### config.mk
export PLATFORM = sky130hd
export DESIGN_NAME = logic_reduce_unit
export DESIGN_NICKNAME = d
export VERILOG_FILES = /design/src/rtl/logic_pkg.sv /design/src/rtl/logic_op_combine.sv /design/src/rtl/logic_reduce_unit.sv
export SDC_FILE = /design/constraint.sdc
export NUM_CORES = 1
export LEC_CHECK = 0
export ABC_AREA = 1
export ABC_CLOCK_PERIOD_IN_PS = 1760
export BUFFER_PORTS_ARGS = -buffer_cell sky130_fd_sc_hd__buf_4
export CORE_MARGIN = 2
export CORE_UTILIZATION = 49
export DETAILED_ROUTE_END_ITERATION = 10
export PLACE_DENSITY = 0.7
export SETUP_SLACK_MARGIN = 0.15
export SLEW_MARGIN = 10
export SYNTH_ARGS = -nofsm -noshare
export SYNTH_HDL_FRONTEND = slang
export SYNTH_SLANG_ARGS = --single-unit
### constraint.sdc
create_clock -name clk -period 1.76 [get_ports clk]
set_clock_uncertainty 0.1 [all_clocks]
set_input_delay 0 -clock clk [delete_from_list [all_inputs] [get_ports clk]]
set_output_delay 0 -clock clk [all_outputs]
set_load 0.03 [all_outputs]
### src/rtl/logic_pkg.sv
// Shared encodings for the logic reduction datapath: operation select and
// control FSM states.
package logic_pkg;

  typedef enum logic [1:0] {
    OP_AND  = 2'b00,
    OP_OR   = 2'b01,
    OP_XOR  = 2'b10,
    OP_NAND = 2'b11
  } op_e;

  typedef enum logic [1:0] {
    IDLE  = 2'b00,
    ACCUM = 2'b01,
    DONE  = 2'b10
  } state_e;

endpackage

### src/rtl/logic_op_combine.sv
// Purely combinational bitwise combine of two operands under an op_e select.
module logic_op_combine
  import logic_pkg::*;
#(
  parameter int WIDTH = 8
) (
  input  logic [WIDTH-1:0] a,
  input  logic [WIDTH-1:0] b,
  input  op_e              op,
  output logic [WIDTH-1:0] y
);

  always_comb begin
    y = '0;
    unique case (op)
      OP_AND:  y = a & b;
      OP_OR:   y = a | b;
      OP_XOR:  y = a ^ b;
      OP_NAND: y = ~(a & b);
      default: y = '0;
    endcase
  end

endmodule

### src/rtl/logic_reduce_unit.sv
// Folds a frame of operand beats into one result with a latched bitwise op,
// counting beats and flagging frames longer than MAX_BEATS.
module logic_reduce_unit
  import logic_pkg::*;
#(
  parameter int WIDTH     = 8,
  parameter int MAX_BEATS = 16,
  localparam int CNT_W    = $clog2(MAX_BEATS + 1)
) (
  input  logic             clk,
  input  logic             rst_n,
  input  logic [1:0]       op,
  input  logic             in_valid,
  output logic             in_ready,
  input  logic [WIDTH-1:0] in_data,
  input  logic             in_last,
  output logic             out_valid,
  input  logic             out_ready,
  output logic [WIDTH-1:0] out_data,
  output logic [CNT_W-1:0] out_beats,
  output logic             out_overflow
);

  localparam logic [CNT_W-1:0] MAX_CNT = CNT_W'(MAX_BEATS);

  state_e           state_q, state_d;
  op_e              op_q, op_d;
  logic [WIDTH-1:0] acc_q, acc_d;
  logic [CNT_W-1:0] count_q, count_d;
  logic             ovf_q, ovf_d;
  logic             in_ready_q, in_ready_d;
  logic             out_valid_q, out_valid_d;
  logic [WIDTH-1:0] out_data_q, out_data_d;
  logic [CNT_W-1:0] out_beats_q, out_beats_d;
  logic             out_ovf_q, out_ovf_d;

  logic             accept;
  op_e              comb_op;
  logic [WIDTH-1:0] comb_y;

  function automatic logic [WIDTH-1:0] finalize(input op_e o, input logic [WIDTH-1:0] a);
    return (o == OP_NAND) ? ~a : a;
  endfunction

  // NAND is folded as AND; the inversion is applied once when the frame closes.
  assign comb_op = (op_q == OP_NAND) ? OP_AND : op_q;

  logic_op_combine #(.WIDTH(WIDTH)) u_combine (
    .a  (acc_q),
    .b  (in_data),
    .op (comb_op),
    .y  (comb_y)
  );

  assign accept = in_valid && in_ready_q;

  always_comb begin
    state_d     = state_q;
    op_d        = op_q;
    acc_d       = acc_q;
    count_d     = count_q;
    ovf_d       = ovf_q;
    out_data_d  = out_data_q;
    out_beats_d = out_beats_q;
    out_ovf_d   = out_ovf_q;

    unique case (state_q)
      IDLE: if (accept) begin
        acc_d   = in_data;
        op_d    = op_e'(op);
        count_d = CNT_W'(1);
        ovf_d   = 1'b0;
        state_d = in_last ? DONE : ACCUM;
      end
      ACCUM: if (accept) begin
        if (count_q == MAX_CNT) begin
          ovf_d = 1'b1;
        end else begin
          acc_d   = comb_y;
          count_d = count_q + CNT_W'(1);
        end
        if (in_last) state_d = DONE;
      end
      DONE: if (out_ready) state_d = IDLE;
      default: state_d = IDLE;
    endcase

    // Outputs are captured once on entry to DONE and held until the handshake.
    in_ready_d  = (state_d != DONE);
    out_valid_d = (state_d == DONE);
    if (state_d == DONE && state_q != DONE) begin
      out_data_d  = finalize(op_d, acc_d);
      out_beats_d = count_d;
      out_ovf_d   = ovf_d;
    end
  end

  always_ff @(posedge clk or negedge rst_n) begin
    if (!rst_n) begin
      state_q     <= IDLE;
      op_q        <= OP_AND;
      acc_q       <= '0;
      count_q     <= '0;
      ovf_q       <= 1'b0;
      in_ready_q  <= 1'b1;
      out_valid_q <= 1'b0;
      out_data_q  <= '0;
      out_beats_q <= '0;
      out_ovf_q   <= 1'b0;
    end else begin
      state_q     <= state_d;
      op_q        <= op_d;
      acc_q       <= acc_d;
      count_q     <= count_d;
      ovf_q       <= ovf_d;
      in_ready_q  <= in_ready_d;
      out_valid_q <= out_valid_d;
      out_data_q  <= out_data_d;
      out_beats_q <= out_beats_d;
      out_ovf_q   <= out_ovf_d;
    end
  end

  assign in_ready     = in_ready_q;
  assign out_valid    = out_valid_q;
  assign out_data     = out_data_q;
  assign out_beats    = out_beats_q;
  assign out_overflow = out_ovf_q;

endmodule
# Word level (Yosys, flattened, before mapping)
# Index checks and enable logic that the tools add are counted.
[word_totals]
reg_bits = 34
output_inout_bits = 16
elab_cells = 54
input_bits = 15
[op_classes]
reduce_logical = 4
bitwise = 5
n_eq_ne = 11
muxes = 23
addsub = 1
[op_table]
columns = ["op", "n"]
rows = [
  ["two-way mux 8 bit", 4],
  ["case mux 8 bit (4 select lines)", 1],
  ["two-way mux 2 bit", 8],
  ["NOT 8 bit", 2],
  ["case mux 8 bit (2 select lines)", 1],
  ["two-way mux 5 bit", 3],
  ["equality test 2 bit, second input constant", 6],
  ["case mux 5 bit (2 select lines)", 1],
  ["AND 8 bit", 1],
  ["OR 8 bit", 1],
  ["XOR 8 bit", 1],
  ["case mux 2 bit (3 select lines)", 1],
  ["adder 5 x 1 -> 5 bit, second input constant", 1],
  ["equality test 5 bit, second input constant", 1],
  ["equality test 2 x 1 -> 1 bit, second input constant", 2],
  ["zero test 2 bit", 2],
  ["!= test 2 bit, second input constant", 2],
  ["two-way mux 1 bit", 3],
  ["logical AND 1 bit", 2],
  ["case mux 1 bit (2 select lines)", 1],
]

# Depth between registers and ports, before layout
# Gate-level depths: netlist (run 1).
[logic_depth]
word_depth = 9
depth_mapped = 12

# Hierarchy
# A second synthesis (run 1) with hierarchy kept.
[hier_totals]
hier_cells = 305
hier_area_um2 = 2334.7
[modules_own_cells]
columns = ["mod", "seq_area_each_um2", "cells_each", "instances", "area_per_inst_um2"]
rows = [
  ["logic_reduce_unit", 852.1, 211, 1, 1746.7],
  ["logic_op_combine", 0.0, 94, 1, 588.1],
]

# Worst setup path after synthesis (run 1)
# No wires, ideal clock.
[synth_timing]
path_type = "register to register"
from = "register op_q[0]"
to = "register out_data_q[6], in the netlist out_data[6]"
arrival_time_ns = 1.552
setup_slack_ns = -0.009
setup_ns = 0.117
path_stages_with_launch = 12
required_ns = 1.543
path_cell_list = "dfrtp_1 inv_1 ha_1 inv_1 buf_2 nand3_1 nor2_1 inv_1 nand2_1 nand3_1 nand3_1 nand2_1"
[synth_via]
elab_chain_len = 9
word_cells_on_any_way = 15
[synth_rtl]
columns = ["item", "line_no", "rtl"]
rows = [
  ["from (decl)", "logic_reduce_unit.sv:27", "op_e op_q, op_d;"],
  ["from (signal assigned)", "logic_reduce_unit.sv:112", "op_q <= op_d;"],
  ["equality test 2 bit", "logic_reduce_unit.sv:46", "assign comb_op = (op_q == OP_NAND) ? OP_AND : op_q;"],
  ["two-way mux 2 bit", "logic_reduce_unit.sv:46", ""],
  ["equality test 2 bit, or another cell as far along", "logic_op_combine.sv:15", "unique case (op)"],
  ["case mux 8 bit (4 select lines)", "logic_op_combine.sv:15", ""],
  ["two-way mux 8 bit", "logic_reduce_unit.sv:76", "if (count_q == MAX_CNT) begin"],
  ["two-way mux 8 bit", "logic_reduce_unit.sv:75", "ACCUM: if (accept) begin"],
  ["case mux 8 bit (2 select lines)", "logic_reduce_unit.sv:67", "unique case (state_q)"],
  ["NOT 8 bit", "logic_reduce_unit.sv:42", "return (o == OP_NAND) ? ~a : a;"],
  ["two-way mux 8 bit (*)", "logic_reduce_unit.sv:42", ""],
  ["to (signal assigned)", "logic_reduce_unit.sv:118", "out_data_q <= out_data_d;"],
  ["to (decl)", "logic_reduce_unit.sv:33", "logic [WIDTH-1:0] out_data_q, out_data_d;"],
]
# Every way passes the cells marked *; elsewhere a longest branch is shown, timed or not.
# A chain may end at the register's enable or synchronous reset.

# Worst setup path in the final report (run 1)
[layout_timing]
from = "register in_ready_q, in the netlist in_ready"
to = "register out_data_q[7], in the netlist out_data[7]"
[layout_via]
elab_chain_len = 5
word_cells_on_any_way = 14
[layout_rtl]
columns = ["item", "line_no", "rtl"]
rows = [
  ["from (decl)", "logic_reduce_unit.sv:31", "logic in_ready_q, in_ready_d;"],
  ["from (signal assigned)", "logic_reduce_unit.sv:116", "in_ready_q <= in_ready_d;"],
  ["logical AND 1 bit (*)", "logic_reduce_unit.sv:55", "assign accept = in_valid && in_ready_q;"],
  ["two-way mux 2 bit, or another cell as far along", "logic_reduce_unit.sv:75", ""],
  ["case mux 2 bit (3 select lines), or another cell as far along", "logic_reduce_unit.sv:67", ""],
  ["equality test 2 bit, or another cell as far along", "logic_reduce_unit.sv:91", "if (state_d == DONE && state_q != DONE) begin"],
  ["logical AND 1 bit / two-way mux 8 bit (equally long branches)", "logic_reduce_unit.sv:91, logic_reduce_unit.sv:42", ""],
]
# Marks and branches as above.

==> flow_metrics.tcl, run 1 <==
set metrics [dict create \
    ys_warn_count 0 \
    r2r-end "out_data[7]$_DFFE_PN0P_" \
    numCtsBuffers 5 \
    status "complete, but fails checks" \
    violations "setup timing" \
    final_nets 474 \
    drv_cap 0 \
    grt_max_degree 35 \
    drt_pass1_iterations 4 \
    gr-usage-all-layers 0.253 \
    hold_path_class "primary input to flip-flop" \
    wirelength_um 7050 \
    setup_slack_ns -0.000638 \
    fin_area_um2 3470 \
    syn_inst 364 \
    pwr-share-seq 0.271 \
    worstPathCellList "nand2_4 -> nor2_4 -> buf_4 -> nand2_4 -> a21oi_1 -> nand3_1 -> nand3_1 -> nand2_1" \
    n_antenna_cell 0 \
    coreArea_um2 4790 \
    die_h_um 74.9 \
    clock_sinks 34 \
    rows 25 \
    path_clk_slew_ns 0.08 \
    rrSetupSlack_ns -0.0006 \
    critPathBufInv 1 \
    critPathLaunchType "flip-flop" \
    p_sw_frac 0.481 \
    maxSlewHeadroom 0.694 \
    tightest_slew_ns 0.459 \
    p_switching_w 0.00236 \
    setup_tns_ns -0.000638 \
    cts_buffer_depth 2 \
    critPathRequiredTime_ns 1.85 \
    synth_fp_nets 401 \
    setup_viol 1 \
    drt_iter0_drc 137 \
    cp-end-kind "flip-flop" \
    startpoint "in_ready$_DFF_PN1_" \
    post-route-period-util 1.00 \
    dieArea_um2 5610 \
    syn_avg_cell_area_um2 6.77 \
    grt_pass1_wl_um 10700 \
    crit_slowest_cell "dfstp_2" \
    combPwrFrac 0.602 \
    ys_seq_elements 34 \
    place_congestion 0.907 \
    critical-path-top-delay-family "simple AND/OR/NAND/NOR gates" \
    ir_drop_v 0.000817 \
    hold_end "op_q[0]$_DFF_PN0_" \
    critPathArrivalTime_ns 1.85 \
    drc 0 \
    min_from "in_valid" \
    yosysUniqueCellTypes 25 \
    final_max_slew_viol_count 0 \
    dieWidth_um 74.9 \
    clock_latency_ns 0.30 \
    crit_type "flip-flop to flip-flop" \
    reg2regPathDepth 8 \
    drive_above_1_share 0.317 \
    cp_max_fo 9 \
    p_per_area_nw_per_um2 1420 \
    overflow 0 \
    dpl_cell_area_um2 2830 \
    cts_tree "yes" \
    syn2layout_area_growth_pct 41.0 \
    hold_depth 5 \
    cpPeakStageDelay_ns 0.58 \
    ys_seq_area_frac 0.346 \
    rsz0062_at_grt "yes" \
    drtAntennaViolNets 0 \
    clock_power_share 0.128 \
    grt_pass1_vias 2379 \
    power_w 0.00492 \
    htreeDepth 2 \
    fin_crit_ns 1.76 \
    dpl.hpwl_um 4250 \
    synth.cell_area_um2 2460 \
    vias 2531 \
    r2r-start "in_ready$_DFF_PN1_" \
    wire_per_inst_um 14.0 \
    floorplan.initialDensity 0.515 \
    antenna_found_initial 0 \
    root_buffer "clkbuf_8" \
    leakage_nw 1.93 \
    via_per_inst 5.01 \
    finalHoldViolCount 0 \
    io_buffer_count 30 \
    io_pins 31 \
    clock.fmax_ghz 0.568 \
    intPower_w 0.00255 \
]
-- Yosys cell counts --
master	count	area, µm²
buf_4	2	15.0
a21oi_1	9	45.0
buf_2	2	10.0
o31ai_1	2	15.0
o22ai_1	1	6.26
nor2_4	2	22.5
clkbuf_1	2	7.51
nand3_1	47	235
xor2_1	2	17.5
o21ai_1	8	40.0
o21ai_0	4	20.0
dfstp_2	1	26.3
dfrtp_1	33	826
o21bai_1	1	7.51
inv_2	2	7.51
ha_1	22	275
inv_1	67	251
nand2_2	3	18.8
nor2_1	45	169
buf_6	2	22.5
nor2_2	1	6.26
nand2_1	101	379
nor3_1	1	5.00
a31oi_1	2	12.5
nand2_4	2	22.5
-- logic make-up (layout without fill, tap and decap cells) --
family | after synthesis | after routing | synth area share
flops | 34 | 34 | 0.346
xor+xnor | 2 | 2 | 0.00711
simple gates | 202 | 202 | 0.348
buf+inv | 77 | 151 | 0.127
fa+ha+maj | 22 | 22 | 0.112
compound gates | 27 | 27 | 0.0594
-- metal layers --
| metal | up-vias | GRT usage | wire length, µm |
|---|---|---|---|
| met3 | 19 | 0.0482 | 323 |
| li1 | 1262 | - | - |
| met2 | 77 | 0.457 | 3590 |
| met1 | 1173 | 0.295 | 2930 |
| met5 | - | 0 | 0 |
| met4 | 0 | 0.0992 | 199 |
-- final cells by class --
type	instances	area (µm²)
multi-input cells	253	1530
fillers	382	1310
flip-flops and latches	34	855
repair buffers	72	614
inverters	69	279
clock buffers	7	86.3
well taps	67	83.8
repair inverters	2	18.8
clock inverters	1	5.00
-- how the worst max path moves through the flow --
stage / cells past startpoint / endpoint
global route: 10 / out_data[0]$_DFFE_PN0P_
detailed placement: 10 / out_data[7]$_DFFE_PN0P_
CTS: 10 / out_data[7]$_DFFE_PN0P_
floorplan: 11 / out_data[6]$_DFFE_PN0P_
global placement: 9 / out_data[1]$_DFFE_PN0P_
finish: 8 / out_data[7]$_DFFE_PN0P_
-- cells in the final DEF (no fill, tap or decap), drive strengths merged --
cell type / instances
nand2: 106
a21oi: 9
a31oi: 2
buf: 59
nor2: 48
nor3: 1
dfstp: 1
dfrtp: 33
clkbuf: 7
inv: 69
o31ai: 2
ha: 22
o21bai: 1
o22ai: 1
nand3: 47
clkinvlp: 1
o21ai: 12
dlygate4sd3: 13
xor2: 2
clkinv: 2
-- metrics by stage --
stage          hold slack [ns]  worst slack, ns  cells   util
2_1_floorplan           -0.396            0.119    364      -
3_3_place_gp            -0.118          0.00835    467  0.591
3_5_place_dp            -0.116          -0.0185    467  0.591
4_1_cts                0.00532           0.0301    498  0.671
5_1_grt                 0.0445           -0.119    505  0.726
6_report                0.0188        -0.000638    505  0.726
-- repair_timing --
item / in CTS / in global routing
resized for setup: 21 / 69
hold buffers: 13 / 0
endpoints found under the hold margin: 48 / 0
gates cloned: 1 / 1
buffers inserted: 9 / 6
endpoints found under the setup margin: 25 / 25
pin swaps: 13 / 27
-- sequential cells by signal (all words and copies together), names as in the netlist --
register	cells
out_data	8
out_valid	1
out_beats	5
op_q	2
out_overflow	1
acc_q	8
state_q	2
ovf_q	1
in_ready	1
count_q	5
-- worst min-delay path: stages --
cell and delay (ns):
buf_4 0.11, nand3_1 0.07, nand2_1 0.06, nand2_1 0.04, nand2_1 0.08
-- power groups by stage --
stage                     Clock [W]  Combinational, W  Sequential [W]
after floorplan                   0           0.00142         0.00157
after global placement            0           0.00230         0.00131
after detailed placement          0           0.00235         0.00132
after CTS                  0.000641           0.00262         0.00130
after global routing       0.000667           0.00329         0.00137
final                      0.000628           0.00296         0.00133
Note: power is estimated with default switching activity, not from simulation.
==> inputs of run 2 (changes only) <==
--- a/config.mk
+++ b/config.mk
@@ -5,13 +5,12 @@
 export SDC_FILE = /design/constraint.sdc
 export NUM_CORES = 1
 export LEC_CHECK = 0
-export ABC_AREA = 1
-export ABC_CLOCK_PERIOD_IN_PS = 1760
+export ABC_CLOCK_PERIOD_IN_PS = 1600
 export BUFFER_PORTS_ARGS = -buffer_cell sky130_fd_sc_hd__buf_4
 export CORE_MARGIN = 2
 export CORE_UTILIZATION = 49
 export DETAILED_ROUTE_END_ITERATION = 10
-export PLACE_DENSITY = 0.7
+export PLACE_DENSITY = 0.71
 export SETUP_SLACK_MARGIN = 0.15
 export SLEW_MARGIN = 10
 export SYNTH_ARGS = -nofsm -noshare
==> constraint.sdc (replaced) <==
create_clock -name clk -period 1.6 [get_ports clk]
set_clock_uncertainty 0.1 [all_clocks]
set_input_delay 0 -clock clk [delete_from_list [all_inputs] [get_ports clk]]
set_output_delay 0 -clock clk [all_outputs]
set_load 0.03 [all_outputs]
==> run 2 against run 1 <==
The flow still finishes with violations (setup timing). Fmax decreased by 14%. Non-clock buffer count is 46 higher. Critical path depth fell by 1. Wire length increased by 14%. Global-route usage is 1.9 points higher. Critical path type unchanged.
==> flow_metrics.tcl, run 2 <==
set metrics [dict create \
    ys_seq_area_frac 0.391 \
    drt_pass1_iterations 4 \
    floorplan.initialDensity 0.504 \
    fillers 212 \
    grt_pass1_vias 2142 \
    dpl_cell_area_um2 2850 \
    fin_crit_ns 2.04 \
    cts_buffer_depth 2 \
    intPower_w 0.00392 \
    hold_slack_ns 0.0608 \
    final_max_slew_viol_count 0 \
    p_sw_frac 0.424 \
    die_h_um 70.7 \
    tightest_slew_ns 0.459 \
    clock_sinks 34 \
    syn_inst 214 \
    htreeDepth 2 \
    setup_slack_ns -0.438 \
    combPwrFrac 0.689 \
    ir_drop_v 0.00150 \
    synthXorXnorAreaFrac 0.0362 \
    drc 0 \
    rows 24 \
    numCtsBuffers 5 \
    mostFrequentLayoutCells "buf_4, dfrtp_1, buf_6, inv_1, nand2_1" \
    antenna_found_initial 0 \
    critPathRequiredTime_ns 1.69 \
    fin_area_um2 3680 \
    synth_fa_ha_area_frac 0.126 \
    via_per_inst 5.62 \
    post-route-period-util 1.27 \
    synth_fp_nets 251 \
    status "complete, but fails checks" \
    syn_avg_cell_area_um2 10.2 \
    synth_largest_area_cell "dfrtp_1" \
    synth_edf_count 0 \
    wire_per_inst_um 20.9 \
    synth_compound_area_frac 0.171 \
    synth.cell_area_um2 2180 \
    top_usage_layer "met2" \
    postLayoutCoreUtil 0.852 \
    grt_use_met2 0.480 \
    maxSlewHeadroom 0.694 \
    drt_iter0_drc 111 \
    cp_max_fo 6 \
    clock.fmax_ghz 0.491 \
    n_antenna_cell 0 \
    drtAntennaViolNets 0 \
    cts_tree "yes" \
    final_nets 370 \
    coreArea_um2 4320 \
    pwr-share-seq 0.208 \
    synth_area_leaders "dfrtp_1, ha_1, o221ai_2" \
    path_clk_slew_ns 0.08 \
    synth_mux_area_frac 0.0258 \
    root_buffer "clkbuf_8" \
    gr-usage-all-layers 0.273 \
    yosysUniqueCellTypes 36 \
    crit_type "flip-flop to flip-flop" \
    grt_max_degree 35 \
    synth_flop_cell "dfrtp_1" \
    ys_seq_elements 34 \
    dieArea_um2 4990 \
    post-synth-top-count-cell "dfrtp_1" \
    p_switching_w 0.00289 \
    io_pins 31 \
    clock_latency_ns 0.30 \
    finalHoldViolCount 0 \
    critPathLaunchType "flip-flop" \
    syn2layout_area_growth_pct 69.2 \
    gr-usage-met1 0.318 \
    p_per_area_nw_per_um2 1850 \
    violations "setup timing" \
    clock_power_share 0.103 \
    ys_warn_count 0 \
    rsz0062_at_grt "yes" \
    setup_viol 23 \
    synthSimpleGateAreaFrac 0.180 \
    place_congestion 0.825 \
    cp-end-kind "flip-flop" \
    drv_cap 0 \
    synth_top_family_by_area "simple AND/OR/NAND/NOR gates" \
    synthArstFlopShare 1.00 \
    dieWidth_um 70.7 \
    leakage_nw 1.72 \
    grtUsageMet3 0.0570 \
    dpl.hpwl_um 3580 \
    io_buffer_count 30 \
    drive_above_1_share 0.527 \
    wirelength_um 8060 \
    mostFrequentLayoutCell "buf_4" \
    critPathArrivalTime_ns 2.13 \
    vias 2170 \
    hold_path_class "primary input to flip-flop" \
    ys_top_cells_by_count "dfrtp_1, nand2_1, inv_1, ha_1" \
    overflow 0 \
    grt_pass1_wl_um 10400 \
    synth_top_cell_area_share 0.379 \
]
## run 2: changes by cell type after synthesis, sizes merged, moves of 4 or more
cell    change
o221ai      +8
o41ai       +4
xnor2       +9
nand2b      +9
and3b       +5
nor2       -45
nand2      -79
nand3      -43
a32o        +4
mux2        +5
inv        -43
and2        +4
nor2b       +4
nand3b      +5
## run 2: layout make-up
| cell class | count | area (µm²) | share of cell area |
|---|---|---|---|
| Tap cell | 52 | 65.1 | 0.0177 |
| Multi-Input combinational cell | 148 | 1520 | 0.412 |
| Inverter | 26 | 100 | 0.0272 |
| Clock buffer | 6 | 82.6 | 0.0224 |
| Clock inverter | 2 | 12.5 | 0.00340 |
| Sequential cell | 34 | 855 | 0.232 |
| Timing Repair Buffer | 118 | 1050 | 0.286 |
## run 2: per-stage QoR
step	total power, W	TNS, ns	std cells	setup slack, ns
6_report	0.00681	-5.54	386	-0.438
2_1_floorplan	0.00337	-2.07	214	-0.247
3_3_place_gp	0.00449	-3.57	336	-0.299
4_1_cts	0.00603	-3.18	376	-0.256
5_1_grt	0.00709	-6.84	386	-0.488
3_5_place_dp	0.00456	-4.11	336	-0.339
## run 2: final timing paths
check | startpoint | end | slack (ns) | cells after the start
min reg2reg | out_data[4]$_DFFE_PN0P_ | out_data[4]$_DFFE_PN0P_ | 0.38 | 2
max reg2reg | op_q[0]$_DFF_PN0_ | out_data[2]$_DFFE_PN0P_ | -0.44 | 7
max | op_q[0]$_DFF_PN0_ | out_data[2]$_DFFE_PN0P_ | -0.44 | 7
min | in_data[5] | out_data[5]$_DFFE_PN0P_ | 0.06 | 5
min in group asynchronous | rst_n | out_data[5]$_DFFE_PN0P_ | 0.09 | 2
max in group asynchronous | rst_n | op_q[1]$_DFF_PN0_ | 0.96 | 2
## run 2: timing repair
action / CTS / global route
gates resized for setup: 48 / 35
pin swaps: 30 / 10
hold buffers: 13 / 0
endpoints found under the hold margin: 49 / 0
buffers inserted: 18 / 10
cloned: 1 / 0
endpoints found under the setup margin: 27 / 32
## run 2: power groups by stage
stage | clock network (W) | registers (W) | logic [W]
after detailed placement | 0 | 0.00138 | 0.00318
after global routing | 0.000736 | 0.00144 | 0.00491
after CTS | 0.000699 | 0.00138 | 0.00396
after floorplan | 0 | 0.00165 | 0.00172
after global placement | 0 | 0.00137 | 0.00312
final | 0.000704 | 0.00142 | 0.00469
## run 2: kinds of logic (layout without fill, tap and decap cells)
logic type,after synthesis,after routing
AOI/OAI and AO/OA,45,46
xor gates and xnor gates,9,9
DFF,34,34
and+or+nand+nor,66,66
muxes,5,5
adders and majority gates,22,22
buffers and inverters,33,152
## run 2: worst max-delay path, cell delays in order, from the launching register on
cell and delay [ns]:
dfrtp_1 0.43, buf_6 0.14, ha_4 0.17, and3b_1 0.18, o41ai_2 0.40, o221ai_2 0.19
xnor2_1 0.24, o21ai_1 0.08
## run 2: routing by layer
layer / share of wire / routed length [µm]
met3: 0.052 / 418
met2: 0.52 / 4210
met5: 0 / 0
met1: 0.37 / 3000
met4: 0.053 / 430
==> inputs of run 3 (changes only) <==
--- a/config.mk
+++ b/config.mk
@@ -7,6 +7,7 @@
 export LEC_CHECK = 0
 export ABC_CLOCK_PERIOD_IN_PS = 1600
 export BUFFER_PORTS_ARGS = -buffer_cell sky130_fd_sc_hd__buf_4
+export CORE_ASPECT_RATIO = 0.8
 export CORE_MARGIN = 2
 export CORE_UTILIZATION = 49
 export DETAILED_ROUTE_END_ITERATION = 10
==> run 3 against run 2 <==
The run still ends with setup timing left. Sequential power hardly changed. Global-route usage about the same. Final area increased by 1.4%. Via count is 0.28% higher. Sequential cell count unchanged. Register-to-register slack better by 0.08 ns. Hold slack gained 0.037 ns. Critical path type unchanged. Largest power group unchanged.
==> flow_metrics.tcl, run 3 (synthesized netlist as in run 2, its figures left out) <==
set metrics [dict create \
    status "complete, but fails checks" \
    violations "setup timing" \
    critical-path-top-delay-family "compound AO/OA/AOI/OAI gates" \
    cp-end-kind "flip-flop" \
    overflow 0 \
    hold_slack_ns 0.0982 \
    io_pins 31 \
    rows 21 \
    hold_path_class "primary input to asynchronous set/reset pin" \
    maxSlewHeadroom 0.707 \
    wirelength_um 7480 \
    gr-usage-all-layers 0.273 \
    floorplan.initialDensity 0.515 \
    ir_drop_v 0.00117 \
    drt_pass1_iterations 4 \
    cts_tree "yes" \
    leakage_nw 1.73 \
    io_buffer_count 30 \
    drt_iter0_drc 110 \
    grt_pass1_wl_um 10400 \
    fin_crit_ns 1.96 \
    final_max_slew_viol_count 0 \
    fillers 179 \
    die_h_um 63.6 \
    numCtsBuffers 5 \
    finalHoldViolCount 0 \
    vias 2176 \
    path_clk_slew_ns 0.08 \
    syn2layout_area_growth_pct 71.5 \
    cts_buffer_depth 2 \
    clock_sinks 34 \
    drtAntennaViolNets 0 \
    grt_pass1_vias 2137 \
    place_inst 335 \
    crit_type "flip-flop to flip-flop" \
    worstPathCellList "inv_2 -> ha_4 -> buf_6 -> o41ai_4 -> o221ai_2 -> xnor2_1 -> o21ai_1" \
    critPathArrivalTime_ns 2.04 \
    dieArea_um2 5000 \
    postLayoutCoreUtil 0.883 \
    power_w 0.00694 \
    clock_latency_ns 0.29 \
    dieWidth_um 78.5 \
    coreArea_um2 4230 \
    final_cells 390 \
    grt_max_degree 35 \
    wire_per_inst_um 19.2 \
    drv_cap 0 \
    critPathLaunchType "flip-flop" \
    dpl.hpwl_um 3560 \
    mostFrequentLayoutCells "buf_4, dfrtp_1, nand2_1, buf_6, inv_1" \
    post-route-period-util 1.22 \
    mostFrequentLayoutCell "buf_4" \
    clock.fmax_ghz 0.511 \
    critPathRequiredTime_ns 1.69 \
    setup_viol 22 \
    cpPeakStageDelay_ns 0.40 \
    drc 0 \
    p_per_area_nw_per_um2 1860 \
    setup_slack_ns -0.357 \
    htreeDepth 2 \
    via_per_inst 5.58 \
    root_buffer "clkbuf_8" \
    critPathBufInv 2 \
    tightest_slew_ns 0.440 \
    crit_slowest_cell "dfrtp_1" \
    cp_max_fo 6 \
    drive_above_1_share 0.538 \
    rsz0062_at_grt "yes" \
    n_antenna_cell 0 \
    place_congestion 0.847 \
    final_nets 369 \
    antenna_found_initial 0 \
]
==> run 3: metrics by stage <==
step | worst slack (ns) | cell area [µm²] | setup TNS, ns
after floorplan | -0.247 | 2260 | -2.07
after global placement | -0.286 | 2810 | -2.86
after detailed placement | -0.363 | 2810 | -3.65
after CTS | -0.271 | 3490 | -2.47
after global routing | -0.456 | 3730 | -4.78
final | -0.357 | 3730 | -3.56
==> run 3: layout make-up <==
cell class                 count  area (µm²)  area share
multi-input combinational    148        1520       0.407
inverter                      26         100      0.0268
timing repair buffer         117        1040       0.280
clock buffer                   6        82.6      0.0221
tap                           57        71.3      0.0191
clock inverter                 2        60.1      0.0161
sequential                    34         855       0.229
==> run 3: worst paths after layout <==
| path | start | to | slack (ns) | cells past startpoint |
|---|---|---|---|---|
| max in group asynchronous | rst_n | op_q[1]$_DFF_PN0_ | 0.96 | 2 |
| min | rst_n | state_q[0]$_DFF_PN0_ | 0.1 | 2 |
| max | op_q[0]$_DFF_PN0_ | out_data[1]$_DFFE_PN0P_ | -0.36 | 7 |
| min reg2reg | out_data[5]$_DFFE_PN0P_ | out_data[5]$_DFFE_PN0P_ | 0.40 | 2 |
| max reg2reg | op_q[0]$_DFF_PN0_ | out_data[1]$_DFFE_PN0P_ | -0.36 | 7 |
| min in group clk | in_valid | count_q[0]$_DFF_PN0_ | 0.24 | 4 |
==> run 3: what timing repair did <==
action                                 in CTS  in global routing
resized for setup                          52                 34
setup endpoints to repair                  27                 31
buffers inserted                           15                 17
pin swaps                                  32                 21
endpoints found under the hold margin      49                  0
gates cloned                                1                  0
hold buffers                               14                  0
==> run 3: routing by layer <==
metal	vias up	part of all wire	track usage
met2	116	0.50	0.472
met3	25	0.070	0.0702
met5	-	0	0
met4	0	0.036	0.0789
li1	985	-	-
met1	1050	0.40	0.334
==> run 3: power breakdown <==
part | leakage [nW] | internal, W | switching [W]
sequential | 0.429 | 0.00117 | 0.000238
clock | 0.0714 | 0.000665 | 0.000353
combinational | 1.23 | 0.00229 | 0.00222
total | 1.73 | 0.00413 | 0.00281
